## src/rtl/pipeline_pkg.sv

```systemverilog
// Shared pipeline definitions: register-index width, hazard FSM states and
// the bundle of hazard control outputs.
package pipeline_pkg;

    localparam int REG_ADDR_W = 5;

    typedef enum logic [1:0] {
        RUN      = 2'd0,
        MEM_WAIT = 2'd1,
        ERROR    = 2'd2
    } hazard_state_t;

    typedef struct packed {
        logic stall_pc;
        logic stall_ifid;
        logic bubble_idex;
        logic flush_ifid;
        logic flush_idex;
        logic stall_all;
    } hazard_ctrl_t;

    // A load only creates a hazard when it really writes a non-zero register
    // that the decoding instruction actually reads.
    function automatic logic load_use_hit(
        input logic                  mem_read,
        input logic                  wreg,
        input logic [REG_ADDR_W-1:0] rd,
        input logic                  use_rs1,
        input logic [REG_ADDR_W-1:0] addr1,
        input logic                  use_rs2,
        input logic [REG_ADDR_W-1:0] addr2
    );
        logic rd_valid;
        rd_valid = mem_read & wreg & (rd != {REG_ADDR_W{1'b0}});
        return rd_valid & ((use_rs1 & (addr1 == rd)) | (use_rs2 & (addr2 == rd)));
    endfunction

endpackage

```

## src/rtl/sat_counter.sv

```systemverilog
// Free-running event counter that sticks at all-ones instead of wrapping.
module sat_counter #(
    parameter int W = 32
) (
    input  logic         clk,
    input  logic         rst,
    input  logic         inc,
    output logic [W-1:0] count
);

    localparam logic [W-1:0] ONE = {{(W-1){1'b0}}, 1'b1};

    logic [W-1:0] count_r;

    // Count qualifying cycles, holding once the top value is reached.
    always_ff @(posedge clk) begin
        if (rst) begin
            count_r <= {W{1'b0}};
        end else if (inc && (count_r != {W{1'b1}})) begin
            count_r <= count_r + ONE;
        end else begin
            count_r <= count_r;
        end
    end

    assign count = count_r;

endmodule

```

## src/rtl/hazard_unit.sv

```systemverilog
// Pipeline hazard controller: load-use stalls, branch flushes, data-memory
// wait handling with a timeout error, and stall/flush performance counters.
module hazard_unit
    import pipeline_pkg::*;
#(
    parameter int MEM_TIMEOUT = 255,
    parameter int CNT_W       = 32
) (
    input  logic                  clk,
    input  logic                  rst,
    input  logic [REG_ADDR_W-1:0] addr1DEC,
    input  logic [REG_ADDR_W-1:0] addr2DEC,
    input  logic                  useRs1DEC,
    input  logic                  useRs2DEC,
    input  logic [REG_ADDR_W-1:0] rdEXE,
    input  logic                  WregEXE,
    input  logic                  memReadEXE,
    input  logic                  branchTakenEXE,
    input  logic                  memReqMEM,
    input  logic                  memAckMEM,
    output logic                  stallPC,
    output logic                  stallIFID,
    output logic                  bubbleIDEX,
    output logic                  flushIFID,
    output logic                  flushIDEX,
    output logic                  stallAll,
    output logic                  memErr,
    output logic [CNT_W-1:0]      stallCycles,
    output logic [CNT_W-1:0]      flushCount
);

    localparam int WAIT_W = (MEM_TIMEOUT > 1) ? $clog2(MEM_TIMEOUT) : 1;
    localparam logic [WAIT_W-1:0] WAIT_LAST = WAIT_W'(MEM_TIMEOUT - 1);
    localparam logic [WAIT_W-1:0] WAIT_ONE  = {{(WAIT_W-1){1'b0}}, 1'b1};

    hazard_state_t     state_r;
    hazard_state_t     cur_state_s;
    hazard_state_t     state_next_s;
    logic [WAIT_W-1:0] wait_cnt_r;
    logic              mem_err_r;
    logic              mem_wait_s;
    logic              load_use_s;
    hazard_ctrl_t      ctrl_s;

    // While reset is held the control outputs behave as if in RUN.
    assign cur_state_s = rst ? RUN : state_r;

    assign load_use_s = load_use_hit(memReadEXE, WregEXE, rdEXE,
                                     useRs1DEC, addr1DEC, useRs2DEC, addr2DEC);

    // Memory-wait state register.
    always_ff @(posedge clk) begin
        if (rst) begin
            state_r <= RUN;
        end else begin
            state_r <= state_next_s;
        end
    end

    // Wait-cycle counter: held at zero in RUN so MEM_WAIT always starts from 0.
    always_ff @(posedge clk) begin
        if (rst) begin
            wait_cnt_r <= {WAIT_W{1'b0}};
        end else if (state_r == RUN) begin
            wait_cnt_r <= {WAIT_W{1'b0}};
        end else if (state_r == MEM_WAIT) begin
            wait_cnt_r <= wait_cnt_r + WAIT_ONE;
        end else begin
            wait_cnt_r <= wait_cnt_r;
        end
    end

    // Sticky timeout flag, raised on the edge that enters ERROR.
    always_ff @(posedge clk) begin
        if (rst) begin
            mem_err_r <= 1'b0;
        end else if (state_next_s == ERROR) begin
            mem_err_r <= 1'b1;
        end else begin
            mem_err_r <= mem_err_r;
        end
    end

    // Next state and memory-wait decode.
    always_comb begin
        state_next_s = cur_state_s;
        mem_wait_s   = 1'b0;
        case (cur_state_s)
            RUN: begin
                mem_wait_s = memReqMEM & ~memAckMEM;
                if (memReqMEM && !memAckMEM) begin
                    state_next_s = MEM_WAIT;
                end else begin
                    state_next_s = RUN;
                end
            end
            MEM_WAIT: begin
                mem_wait_s = ~memAckMEM;
                if (memAckMEM) begin
                    state_next_s = RUN;
                end else if (wait_cnt_r == WAIT_LAST) begin
                    state_next_s = ERROR;
                end else begin
                    state_next_s = MEM_WAIT;
                end
            end
            ERROR: begin
                mem_wait_s   = 1'b1;
                state_next_s = ERROR;
            end
            default: begin
                mem_wait_s   = 1'b1;
                state_next_s = ERROR;
            end
        endcase
    end

    // Prioritised control: memory wait beats branch flush beats load-use stall.
    always_comb begin
        ctrl_s = '0;
        if (mem_wait_s) begin
            ctrl_s.stall_all = 1'b1;
        end else if (branchTakenEXE) begin
            ctrl_s.flush_ifid = 1'b1;
            ctrl_s.flush_idex = 1'b1;
        end else if (load_use_s) begin
            ctrl_s.stall_pc    = 1'b1;
            ctrl_s.stall_ifid  = 1'b1;
            ctrl_s.bubble_idex = 1'b1;
        end else begin
            ctrl_s = '0;
        end
    end

    assign stallPC    = ctrl_s.stall_pc;
    assign stallIFID  = ctrl_s.stall_ifid;
    assign bubbleIDEX = ctrl_s.bubble_idex;
    assign flushIFID  = ctrl_s.flush_ifid;
    assign flushIDEX  = ctrl_s.flush_idex;
    assign stallAll   = ctrl_s.stall_all;
    assign memErr     = mem_err_r;

    sat_counter #(.W(CNT_W)) u_stall_cnt (
        .clk   (clk),
        .rst   (rst),
        .inc   (ctrl_s.stall_all | ctrl_s.stall_pc),
        .count (stallCycles)
    );

    sat_counter #(.W(CNT_W)) u_flush_cnt (
        .clk   (clk),
        .rst   (rst),
        .inc   (ctrl_s.flush_idex),
        .count (flushCount)
    );

endmodule

```

## config.mk

```make
export PLATFORM = sky130hd
export DESIGN_NAME = hazard_unit
export DESIGN_NICKNAME = d
export VERILOG_FILES = /design/src/rtl/pipeline_pkg.sv /design/src/rtl/sat_counter.sv /design/src/rtl/hazard_unit.sv
export SDC_FILE = /design/constraint.sdc
export NUM_CORES = 1
export LEC_CHECK = 0
export CORE_AREA = 4 4 91 93
export DETAILED_ROUTE_END_ITERATION = 12
export DIE_AREA = 0 0 95 97
export PLACE_DENSITY = 0.87
export SLEW_MARGIN = 5
export SYNTH_ARGS = -nofsm -noshare
export SYNTH_HDL_FRONTEND = slang
export SYNTH_SLANG_ARGS = --single-unit
```

## constraint.sdc

```tcl
create_clock -name clk -period 5.55 [get_ports clk]
set_input_delay 0.8325 -clock clk [delete_from_list [all_inputs] [get_ports clk]]
set_output_delay 0.8325 -clock clk [all_outputs]
set_load 0.02 [all_outputs]
```

Yosys cells after proc, flatten, opt, wreduce, memory -nomap -nowiden. Index checks and enable logic that the tools add are counted.

Bitwise gates (word level): 9. Mux-type cells: 11. Reduce and logical (&&, ||, !) cells: 8. Equality and inequality tests: 8. Add/sub/neg operators: 3.

Operator list (count): $add A32 B1 Y32 const B (2); $ne A32 B32 Y1 const B (2); $eq A5 B5 Y1 (2); $add A8 B1 Y8 const B (1); $eq A8 B8 Y1 const B (1); $mux W2 (4); $and A1 B1 Y1 (6); $mux W3 (2); $mux W5 (1); $reduce_bool A5 Y1 (1); $eq A2 B1 Y1 const B (2); $logic_not A2 Y1 (2); $pmux W2 S2 (1); $logic_and A1 B1 Y1 (3); $eq A2 B2 Y1 const B (1); $mux W1 (2); $or A1 B1 Y1 (2); $pmux W1 S2 (1); $reduce_or A2 Y1 (1); $logic_not A1 Y1 (1); $not A1 Y1 (1).

Register bits after elaboration: 75. Output and inout bits: 71. Input bits: 24. Logic and storage cells: 44.

Logic depth before layout (Yosys ltp).
Depth after elaboration: 9. Gate-level depth with buffers: 9. Mapped depth without buffers: 7.

Hierarchy. Synthesis repeated with hierarchy kept, for this count alone.

Cell total of the unflattened synthesis: 481. Area total of the unflattened synthesis: 4051.4 µm².

By module, submodules not included: sat_counter (area each 1674.1 µm², cells an instance 199, times used 2, sequential area each 640.6 µm²); hazard_unit (area each 703.2 µm², cells an instance 83, times used 1, sequential area each 220.2 µm²).

Least setup slack after synthesis. No wires, ideal clock.

Kind: in2out. Start point: input port rdEXE[1]. End point: output port stallIFID. Required time: 4.718 ns. Path buffers: 1. Stages: 6. Path slack: 2.794 ns. Arrival time: 1.924 ns. Path through: xnor2_1 > nand4_1 > o22ai_1 > nand2_1 > nor2_1 > buf_4.

Cells in the longest elaborated chain, start to end: 7. Elaborated cells on any way between the ends: 11. Those cells by class: 2 x eq/ne; 3 x mux; 5 x bitwise; 1 x reduce/logical.

RTL lines: from (decl) (RTL line hazard_unit.sv:15) `input logic [REG_ADDR_W-1:0] rdEXE,`; $eq A5 B5 Y1 (RTL line pipeline_pkg.sv:35) `return rd_valid & ((use_rs1 & (addr1 == rd)) | (use_rs2 & (addr2 == rd)));`; $and A1 B1 Y1 (RTL line pipeline_pkg.sv:35); $or A1 B1 Y1 (RTL line pipeline_pkg.sv:35); $and A1 B1 Y1 (*) (RTL line pipeline_pkg.sv:35); $mux W3 (*) (RTL line hazard_unit.sv:126) `end else if (load_use_s) begin`; $mux W3 (*) (RTL line hazard_unit.sv:123) `end else if (branchTakenEXE) begin`; $mux W5 (*) (RTL line hazard_unit.sv:121) `if (mem_wait_s) begin`; to (decl) (RTL line hazard_unit.sv:22) `output logic stallIFID,`.

Mark *: on every way between the ends. The rest lies on a longest branch, timed or not.

Worst setup path in the final report.
Start point: input port rdEXE[2]. End point: output port stallIFID.

Same word-level chain as after synthesis.

==> metrics <==
DRT iter0 DRCs=207; DP Wirelength=6910 um; fin util=67.8%; cell taking the most area after synthesis=dfxtp_1; Leak=1.54 nW; clock buffer depth=2; row cnt=32; first-pass GRT wire length=17100 um; final setup vio count=0; Yosys cell types=50; via-per-instance ratio=5.71; synthesized area=3950 sq um; Async SR Flop Fraction=0%; Final ANT Viol Nets=0; Max rail drop VDD=0.108 mV; WP data arrival=2870 ps; total number of vias=3798; Layout area overhead=29.4%; Detailed Route WL=9700 um; TritonCTS clock tree=built; sequential share of the synthesized area=38.0%; starting density of the core=52.4%; Top FF cell, synth=dfxtp_1; Worst Path Required=4720 ps; Clk Latency, worst-skew pair=340 ps; Cells after Synth=476; most frequent cells after synthesis=dfxtp_1, nor2_1, xnor2_1, a21oi_1, nand2_1; Yosys top cell area share=38.0%; diodes inserted=0; run status=complete, no violations; CTS Hold Buffers Added=0; final worst slack=1850 ps; clock net sink count=75; Min-Delay Path Class=register to register; Total Nets Final=586; wire per inst=14.6 um; share of cells above drive strength 1=5.86%; # H-tree levels=3; Core Footprint=7530 sq um; remaining global-route overflow=0; syn_area_per_cell=8.29 sq um; crit share post-route=66.7%; TNS Setup=0 ps; post-CTS sizing=0; DRC Markers=0; syn nets=504; number of max-cap violations=0; IO Pins=95; crit path kind=input pin to output pin; synth top area cells=dfxtp_1, xnor2_1, nor2_1; pre-CTS setup slack=1840 ps; pwr dens=201 nW/um^2; DRT Pass-1 Iters=5; largest net degree at the start of global routing=49; Num CTS Buffers=9; CP Launch Type=input pin; number of global-route vias before repair=3768; root buf cell=clkbuf_8; IO buf count=94; fmax=270 MHz; Worst Clk Skew=7.98 ps; Yosys reg bits=75; chip height=97 um; Die ar.=9220 sq um; RSZ-0062 raised after global routing=no; Worst setup EP type=output pin; relative slew slack=33.8%; initial antenna violation count=0; Worst-Margin Slew=993 ps; synth warn=0; Final min period=3700 ps; CP max FO=3; Slew Viols, Final=0; die width=95 um; GRT Util Overall=22.4%; GPL Wtd Cong=0.866; Post-synth EDFFs=0; Fin. Hold Viols=0; most common cell in the netlist=dfxtp_1; Clk pin slew, worst setup/hold paths=80 ps; post-CTS setup buffers=0
-- worst max-delay path, cell delays in order --
cell and delay (ps):
clkdlybuf4s50_1 540, or4_1 150, nor2_1 50, nor3_1 390
nand2_1 100, nor2_1 170, clkdlybuf4s50_1 650
-- final cells by class --
class                           instances  area (sq um)
Sequential cell                        75          1500
Tap cell                              102           128
Timing Repair Buffer                   96           951
Fill cell                             632          2420
Clock inverter                          6          66.3
Inverter                               13          48.8
Multi-Input combinational cell        363          2280
Clock buffer                           10           128
-- where the power goes --
part           internal, mW  switching (mW)  leakage (nW)
logic                0.0323          0.0375         0.846
clock network         0.208           0.204        0.0885
registers             0.540         0.00422         0.605
-- cells in the final DEF, fill, tap and decap left out, drive strengths merged, types with 2 or more instances in the layout --
cell / netlist / final
clkdlybuf4s50: 0 / 93
dfxtp: 75 / 75
nor2: 53 / 53
xnor2: 36 / 36
a21oi: 35 / 35
nand2: 30 / 30
nand3: 27 / 27
nand4: 24 / 24
nor3: 24 / 24
or4: 22 / 22
o31ai: 21 / 21
o21ai: 15 / 15
inv: 13 / 13
nor2b: 11 / 11
or3: 10 / 10
clkbuf: 11 / 10
and3: 9 / 9
mux2: 7 / 7
nor4: 7 / 7
and4: 5 / 5
nor3b: 4 / 4
xor2: 4 / 4
ha: 4 / 4
clkinvlp: 0 / 3
buf: 14 / 3
nand2b: 2 / 2
and2: 2 / 2
clkinv: 0 / 2
-- layer usage --
metal / vias to the layer above / part of all wire (%) / track usage (%)
met3: 8 / 4.5 / 3.97
met4: 0 / 0.91 / 9.10
met2: 97 / 51 / 37.0
li1: 1893 / - / -
met5: - / 0 / 0
met1: 1800 / 44 / 28.5
-- sequential cells by signal, summed over array words and instances (netlist names) --
register and flops:
u_flush_cnt.count 32, wait_cnt_r 8, u_stall_cnt.count 32, memErr 1, state_r 2
-- worst paths after layout --
kind / from / to / slack, ps / cells past startpoint
worst max-delay path: rdEXE[2] / stallIFID / 1850 / 7
worst min-delay path: memErr / memErr / 470 / 2
worst max register to register: u_flush_cnt.count[10] / u_flush_cnt.count[31] / 2910 / 6
worst min register to register: memErr / memErr / 470 / 2
-- kinds of logic (layout without fill, tap and decap cells) --
logic type	after synthesis	after routing	share of synthesized area [%]
adders and majority gates	4	4	1.27
DFF	75	75	38.0
muxes	7	7	2.00
buffers and inverters	38	125	4.31
and+or+nand+nor	234	234	33.2
AOI/OAI and AO/OA	78	78	12.3
xor gates and xnor gates	40	40	8.87
-- through the flow --
step	total power, mW	area (sq um)	std cells	hold slack, ps
CTS	1.04	5110	665	467
finish	1.03	5110	665	470
detailed placement	0.627	4910	649	457
global route	1.07	5110	665	518
global placement	0.625	4910	649	437
floorplan	0.595	3950	476	454
(Power assumes the default switching activity.)
